## config.mk

```make
export PLATFORM = sky130hd
export DESIGN_NAME = imem_loader_flat
export DESIGN_NICKNAME = d
export VERILOG_FILES = /design/src/rtl/imem_loader_if.sv /design/src/rtl/imem_loader.sv /design/src/flat_wrapper.sv
export SDC_FILE = /design/constraint.sdc
export NUM_CORES = 1
export LEC_CHECK = 0
export CAP_MARGIN = 15
export CELL_PAD_IN_SITES_DETAIL_PLACEMENT = 1
export CELL_PAD_IN_SITES_GLOBAL_PLACEMENT = 2
export CORE_ASPECT_RATIO = 1.4
export CORE_MARGIN = 3
export CORE_UTILIZATION = 25
export CTS_CLUSTER_DIAMETER = 200
export DETAILED_ROUTE_END_ITERATION = 8
export HOLD_SLACK_MARGIN = 0.02
export PLACE_DENSITY = 0.64
export SLEW_MARGIN = 15
export SYNTH_ARGS = -nofsm -noshare
export SYNTH_HDL_FRONTEND = slang
export SYNTH_SLANG_ARGS = --single-unit
```

## constraint.sdc

```tcl
create_clock -name clk -period 5.75 [get_ports clk]
set_clock_uncertainty 0.15 [all_clocks]
set_input_delay 1.725 -clock clk [delete_from_list [all_inputs] [get_ports clk]]
set_output_delay 1.725 -clock clk [all_outputs]
set_load 0.02 [all_outputs]
```

## src/rtl/imem_loader_if.sv

```systemverilog
// Byte-stream valid/ready handshake feeding the instruction-memory loader.
// master = byte source, slave = loader.
interface imem_loader_if;
    logic [7:0] byteIn;
    logic       byteValid;
    logic       byteReady;

    modport master (output byteIn, output byteValid, input byteReady);
    modport slave  (input byteIn, input byteValid, output byteReady);
endinterface

```

## src/rtl/imem_loader.sv

```systemverilog
// Boot loader: turns a length-prefixed big-endian byte stream into 16-bit
// instruction-memory writes, holding the CPU until the image is complete.
module imem_loader #(
    parameter logic [15:0] BASE_ADDR   = 16'h0000,
    parameter int          DEPTH_WORDS = 256
) (
    input  logic               clk,
    input  logic               rst,
    input  logic               start,
    imem_loader_if.slave       bs,
    output logic [15:0]        writeAddress,
    output logic [15:0]        writeData,
    output logic               writeEnable,
    output logic               cpuHold,
    output logic               done,
    output logic               error,
    output logic [15:0]        wordsWritten
);
    localparam logic [16:0] DEPTH_L = 17'(DEPTH_WORDS);

    typedef enum logic [2:0] {
        IDLE, LEN_HI, LEN_LO, DATA_HI, DATA_LO, WRITE, DONE, ERROR
    } state_t;

    state_t      state_reg;
    logic [15:0] len_reg;
    logic [15:0] count_reg;
    logic [15:0] addr_reg;
    logic [15:0] data_reg;
    logic [7:0]  hi_reg;
    logic        we_reg;
    logic        hold_reg;
    logic        done_reg;
    logic        err_reg;
    logic        xfer;
    logic [15:0] len_next;

    // Ready depends only on state so the source never sees a combinational loop.
    assign bs.byteReady = (state_reg == LEN_HI) || (state_reg == LEN_LO) ||
                          (state_reg == DATA_HI) || (state_reg == DATA_LO);
    assign xfer     = bs.byteValid && bs.byteReady;
    assign len_next = {len_reg[15:8], bs.byteIn};

    always_ff @(posedge clk) begin
        if (!rst) begin
            state_reg <= IDLE;
            len_reg   <= 16'h0000;
            count_reg <= 16'h0000;
            addr_reg  <= 16'h0000;
            data_reg  <= 16'h0000;
            hi_reg    <= 8'h00;
            we_reg    <= 1'b0;
            hold_reg  <= 1'b1;
            done_reg  <= 1'b0;
            err_reg   <= 1'b0;
        end else begin
            we_reg <= 1'b0;
            case (state_reg)
                IDLE, DONE, ERROR: begin
                    if (start) begin
                        state_reg <= LEN_HI;
                        count_reg <= 16'h0000;
                        done_reg  <= 1'b0;
                        err_reg   <= 1'b0;
                        hold_reg  <= 1'b1;
                    end
                end
                LEN_HI: begin
                    if (xfer) begin
                        len_reg[15:8] <= bs.byteIn;
                        state_reg     <= LEN_LO;
                    end
                end
                LEN_LO: begin
                    if (xfer) begin
                        len_reg[7:0] <= bs.byteIn;
                        if (len_next == 16'h0000) begin
                            state_reg <= DONE;
                            done_reg  <= 1'b1;
                            hold_reg  <= 1'b0;
                        end else if ({1'b0, len_next} > DEPTH_L) begin
                            state_reg <= ERROR;
                            err_reg   <= 1'b1;
                        end else begin
                            state_reg <= DATA_HI;
                        end
                    end
                end
                DATA_HI: begin
                    if (xfer) begin
                        hi_reg    <= bs.byteIn;
                        state_reg <= DATA_LO;
                    end
                end
                DATA_LO: begin
                    // Address and data are registered here so they are stable for the whole WRITE cycle.
                    if (xfer) begin
                        addr_reg  <= BASE_ADDR + count_reg;
                        data_reg  <= {hi_reg, bs.byteIn};
                        we_reg    <= 1'b1;
                        state_reg <= WRITE;
                    end
                end
                WRITE: begin
                    count_reg <= count_reg + 16'd1;
                    if (count_reg + 16'd1 == len_reg) begin
                        state_reg <= DONE;
                        done_reg  <= 1'b1;
                        hold_reg  <= 1'b0;
                    end else begin
                        state_reg <= DATA_HI;
                    end
                end
                default: state_reg <= IDLE;
            endcase
        end
    end

    assign writeAddress = addr_reg;
    assign writeData    = data_reg;
    assign writeEnable  = we_reg;
    assign cpuHold      = hold_reg;
    assign done         = done_reg;
    assign error        = err_reg;
    assign wordsWritten = count_reg;
endmodule

```

## src/flat_wrapper.sv

```systemverilog
// flat-port wrapper written by rule: the top's interface ports become plain ports
module imem_loader_flat 
#(
    parameter logic [15:0] BASE_ADDR   = 16'h0000,
    parameter int          DEPTH_WORDS = 256
)
  (clk, rst, start, writeAddress, writeData, writeEnable, cpuHold, done, error, wordsWritten, bs_byteIn, bs_byteValid, bs_byteReady);
  imem_loader_if bs_i ();
  input  logic clk;
  input  logic rst;
  input  logic start;
  output logic [15:0] writeAddress;
  output logic [15:0] writeData;
  output logic writeEnable;
  output logic cpuHold;
  output logic done;
  output logic error;
  output logic [15:0] wordsWritten;
  input wire logic [$bits(bs_i.byteIn)-1:0] bs_byteIn;
  input wire logic [$bits(bs_i.byteValid)-1:0] bs_byteValid;
  output wire logic [$bits(bs_i.byteReady)-1:0] bs_byteReady;
  assign bs_i.byteIn = bs_byteIn;
  assign bs_i.byteValid = bs_byteValid;
  assign bs_byteReady = bs_i.byteReady;
  imem_loader #(.BASE_ADDR(BASE_ADDR), .DEPTH_WORDS(DEPTH_WORDS)) u_core (.clk(clk), .rst(rst), .start(start), .bs(bs_i), .writeAddress(writeAddress), .writeData(writeData), .writeEnable(writeEnable), .cpuHold(cpuHold), .done(done), .error(error), .wordsWritten(wordsWritten));
endmodule
```

Word level (Yosys, flattened, before mapping):

Cells that the tools add are included.

* register bits after elaboration: 79
* input bits: 12
* output and inout port bits: 53

* add/subtract/negate cells: 1
* $lt $le $gt $ge: 1
* equal/unequal tests: 17
* muxes and demuxes: 26
* reductions and logical operators: 19

Operators with widths (number)
* $pmux W16 S2: 1
* $mux W3: 8
* $pmux W3 S6: 1
* $add A16 B1 Y16 const B: 1
* $eq A16 B16 Y1: 1
* $gt A16 B9 Y1 const B: 1
* $logic_not A16 Y1: 1
* $mux W16: 1
* $reduce_and A5 Y1: 3
* $eq A3 B3 Y1 const B: 4
* $mux W1: 12
* $reduce_and A2 Y1: 6
* $ne A2 B1 Y1 const B: 5
* $ne A2 B2 Y1 const B: 4
* $eq A3 B2 Y1 const B: 2
* $pmux W1 S3: 2
* $reduce_bool A2 Y1: 2
* $eq A3 B1 Y1 const B: 1
* $logic_not A3 Y1: 1
* $logic_or A1 B1 Y1: 3
* $reduce_bool A3 Y1: 1
* $reduce_or A3 Y1: 1
* $pmux W1 S2: 1
* $logic_and A1 B1 Y1: 1

Depth between registers and ports, before layout:

* word-level depth: 7
* mapped depth: 8

Least setup slack after synthesis:

OpenSTA, ideal clock, no wires.

* kind: input-to-reg
* start point: input port bs_byteIn[0]
* end point: register u_core.state_reg[0]
* data arrival time: 2.953 ns
* setup slack: 2.527 ns
* stages: 6
* path buffers: 0
* cells stage by stage: nor4_1 nand2_1 o311ai_0 nand4b_1 o21bai_1 o31a_1

* cells in the longest elaborated chain, start to end: 4

Ends and longest elaborated chain
* start, declared: line flat_wrapper.sv:19 `input wire logic [$bits(bs_i.byteIn)-1:0] bs_byteIn;`
* $logic_not A16 Y1: line imem_loader.sv:77 `if (len_next == 16'h0000) begin`
* $mux W3: line imem_loader.sv:77
* $mux W3: line imem_loader.sv:75 `if (xfer) begin`
* $pmux W3 S6: line imem_loader.sv:58 `case (state_reg)`
* end signal, assigned: line imem_loader.sv:61 `state_reg <= LEN_HI;`
* end signal, assigned: line imem_loader.sv:78 `state_reg <= DONE;`
* end signal, assigned: line imem_loader.sv:82 `state_reg <= ERROR;`
* end, declared: line imem_loader.sv:25 `state_t state_reg;`

Every way passes these cells. The select of a mux whose other input is x is not followed.
A chain may end at the register's enable or synchronous reset.

Final worst setup path:

* start point: register u_core.state_reg[1]
* end point: output port bs_byteReady

* cells in the longest elaborated chain, start to end: 4
* elaborated cells on any way between the ends: 7
* classes of those cells: 4 x eq/ne; 3 x reduce/logical

Ends and longest elaborated chain
* start signal, assigned: line imem_loader.sv:46 `state_reg <= IDLE;`
* start signal, assigned: line imem_loader.sv:61
* start signal, assigned: line imem_loader.sv:71 `state_reg <= LEN_LO;`
* $eq A3 B1 Y1 / $eq A3 B2 Y1 (equally long branches): line imem_loader.sv:39 `assign bs.byteReady = (state_reg == LEN_HI) || (state_reg == LEN_LO) ||`
* $logic_or A1 B1 Y1 (2 in a row): line imem_loader.sv:39
* $logic_or A1 B1 Y1 (*): line imem_loader.sv:40 `(state_reg == DATA_HI) || (state_reg == DATA_LO);`
* end, declared: line flat_wrapper.sv:21 `output wire logic [$bits(bs_i.byteReady)-1:0] bs_byteReady;`

Every way passes the cells marked *; elsewhere a longest branch is shown, timed or not.

==> metrics.yaml <==
status: "finished, final reports clean"
worstSetupStartpointType: "flop"
r2r_start: "u_core.wordsWritten[0]"
final_common_cell: "nand2_1"
worst_hold_startpoint: "u_core.writeAddress[8]"
synth_ff_type: "dfxtp_1"
clk_pin_slew_ns: 0.07
synth-edff-count: 0
grt_antenna_before_repair: 0
drive_above_1_share_pct: 5.94
max_freq_mhz: 259
power_leakage_nw: 1.62
maxSlewHeadroom_pct: 40.2
yosysSeqAreaShare_pct: 40.4
worstMarginPinSlew_ns: 0.898
finalHoldViolCount: 0
maxSlewViolCount: 0
drcViolationCount: 0
cpMaxStageDelayCell: "dfxtp_1"
cap_violations: 0
crit_type: "reg2out"
preCtsSetupSlack_ns: 1.64
hpwl_um: 9120
initial_core_util_pct: 25.8
cts_resized: 0
hold_class: "reg2reg"
syn2layout_area_growth_pct: 26.2
crit_buf_inv: 1
wl_per_cell_um: 17.6
crit_path_start: "u_core.state_reg[1]"
cts_tree: "built"
synthArstFlopShare_pct: 0
crit_path_max_incr_delay_ns: 0.65
port_buffers: 64
grt_pass1_vias: 3748
arrival_ns: 1.98
grt_overflow: 0
final.setup.worst_slack_ns: 1.90
vdd_drop_max_v: 0.000161
gp_congestion: 0.794
grt_use_total_pct: 15.2
cts_setup_buffers: 0
ys_warn_count: 0
powerDensity_nw_per_um2: 260
syn-num-nets: 507
cpLargestDelayFamily: "flip-flops"
drt_pre_antenna_iters: 4
finalSetupTns_ns: 0
cts_htree_levels: 3
diodes: 0
worstPathRequired_ns: 3.88
rsz0062_at_grt: "false"
cts.path.max_buffers: 2
path_max_fanout: 17
syn_inst: 494
synth_cell_types: 56
syn_area_um2: 3910
finalWirelength_um: 12900
die-area_um2: 17200
clk_latency_ns: 0.34
fin_nets: 547
drt_iter0_markers: 116
synth-seq-cells: 79
postRouteAntennaNets: 0
hold_buffers: 0
cts_buffers: 9
finalCriticalPeriod_ns: 3.86
setup_viol: 0
grt_pass1_wl_um: 20800
die_width_um: 112
cp_cell_sequence: "nor2_1 > xnor2_1 > clkdlybuf4s50_1"
dieHeight_um: 154
via_per_inst: 4.86
cts_sinks: 79
layout_common_cells: "nand2_1 (134), dfxtp_1 (79), clkdlybuf4s50_1 (63)"
grt_max_degree: 57
vias: 3551
synth.avg_cell_area_um2: 7.92
io_pins: 65
core_area_um2: 15200
rows: 53
critPathCaptureType: "primary output"
fin_crit_sh_pct: 67.0
root_buffer: "clkbuf_16"
## worst paths after layout
kind | end | slack [ns] | cells after the start
min | u_core.writeAddress[8] | 0.31 | 2
min reg2reg | u_core.writeAddress[8] | 0.31 | 2
max reg2reg | u_core.state_reg[0] | 2.58 | 7
max | bs_byteReady | 1.90 | 3
## metrics by stage
| stage | area (um^2) | utilization [%] | hold WS (ns) | instances | power, mW |
|---|---|---|---|---|---|
| finish | 4930 | 32.5 | 0.314 | 731 | 1.28 |
| floorplan | 3910 | - | 0.291 | 494 | 0.653 |
| detailed placement | 4630 | 30.5 | 0.310 | 715 | 0.697 |
| global placement | 4630 | 30.5 | 0.303 | 715 | 0.695 |
| global route | 4930 | 32.5 | 0.341 | 731 | 1.34 |
| CTS | 4930 | 32.5 | 0.319 | 731 | 1.30 |
## synthesized netlist by cell type, types with 2 or more instances
cell,n,area (um^2)
buf_6,2,22.5
nor2b_1,12,75.1
and4_1,2,17.5
or3_1,5,31.3
a21oi_1,15,75.1
nand4b_1,2,17.5
o21ai_0,24,120
xor2_1,8,70.1
dfxtp_1,79,1580
o21bai_1,2,15.0
xnor2_1,11,96.3
nand3_2,3,30.0
o31a_1,2,17.5
buf_2,4,20.0
o21ai_1,3,15.0
nand4_1,3,18.8
inv_1,3,11.3
and2_1,11,68.8
nand2_1,134,503
a21boi_0,58,435
clkbuf_1,26,97.6
nand3_1,7,35.0
nor4_1,8,50.1
and3_1,5,31.3
nor2_1,18,67.6
a31oi_1,3,18.8
o311a_1,2,20.0
nor3_1,8,40.0
buf_4,4,30.0
o21a_1,3,22.5
o311ai_0,2,17.5
## worst register-to-register path: stages, from the launching register on
cell and delay, ns:
dfxtp_1 0.58, ha_1 0.37, nand3_2 0.26, nor4_1 0.62, xnor2_1 0.19, o311ai_1 0.12, or4_4 0.48, o31a_1 0.30
## final cells by class
| type | instances | area, um^2 |
|---|---|---|
| well taps | 192 | 240 |
| repair buffers | 67 | 658 |
| clock inverters | 7 | 78.8 |
| fillers | 1800 | 10300 |
| inverters | 3 | 11.3 |
| multi-input cells | 374 | 2140 |
| flip-flops and latches | 79 | 1580 |
| clock buffers | 9 | 225 |
## power breakdown
group	switching (mW)	total (mW)	internal [mW]
sequential	0.0152	0.571	0.556
combinational	0.0649	0.111	0.0457
clock	0.260	0.602	0.342
## logic make-up after synthesis
kind of cell             after synthesis  synth area share, %
XOR/XNOR                              20                 4.67
buffers and inverters                 41                 4.86
flip-flops                            79                 40.4
AND/OR/NAND/NOR                      226                 27.1
multiplexers                           1                0.288
adder cells (fa/ha/maj)                1                0.320
AO/OA/AOI/OAI                        126                 22.3
## layer usage
metal | vias up | global-route usage [%] | part of all wire [%]
met5 | - | 0 | 0
met4 | 0 | 4.87 | 1.5
met3 | 13 | 2.76 | 3.5
met2 | 58 | 26.9 | 51
met1 | 1721 | 18.6 | 44
li1 | 1759 | - | -
No activity file was read; power rests on OpenSTA's default activity.
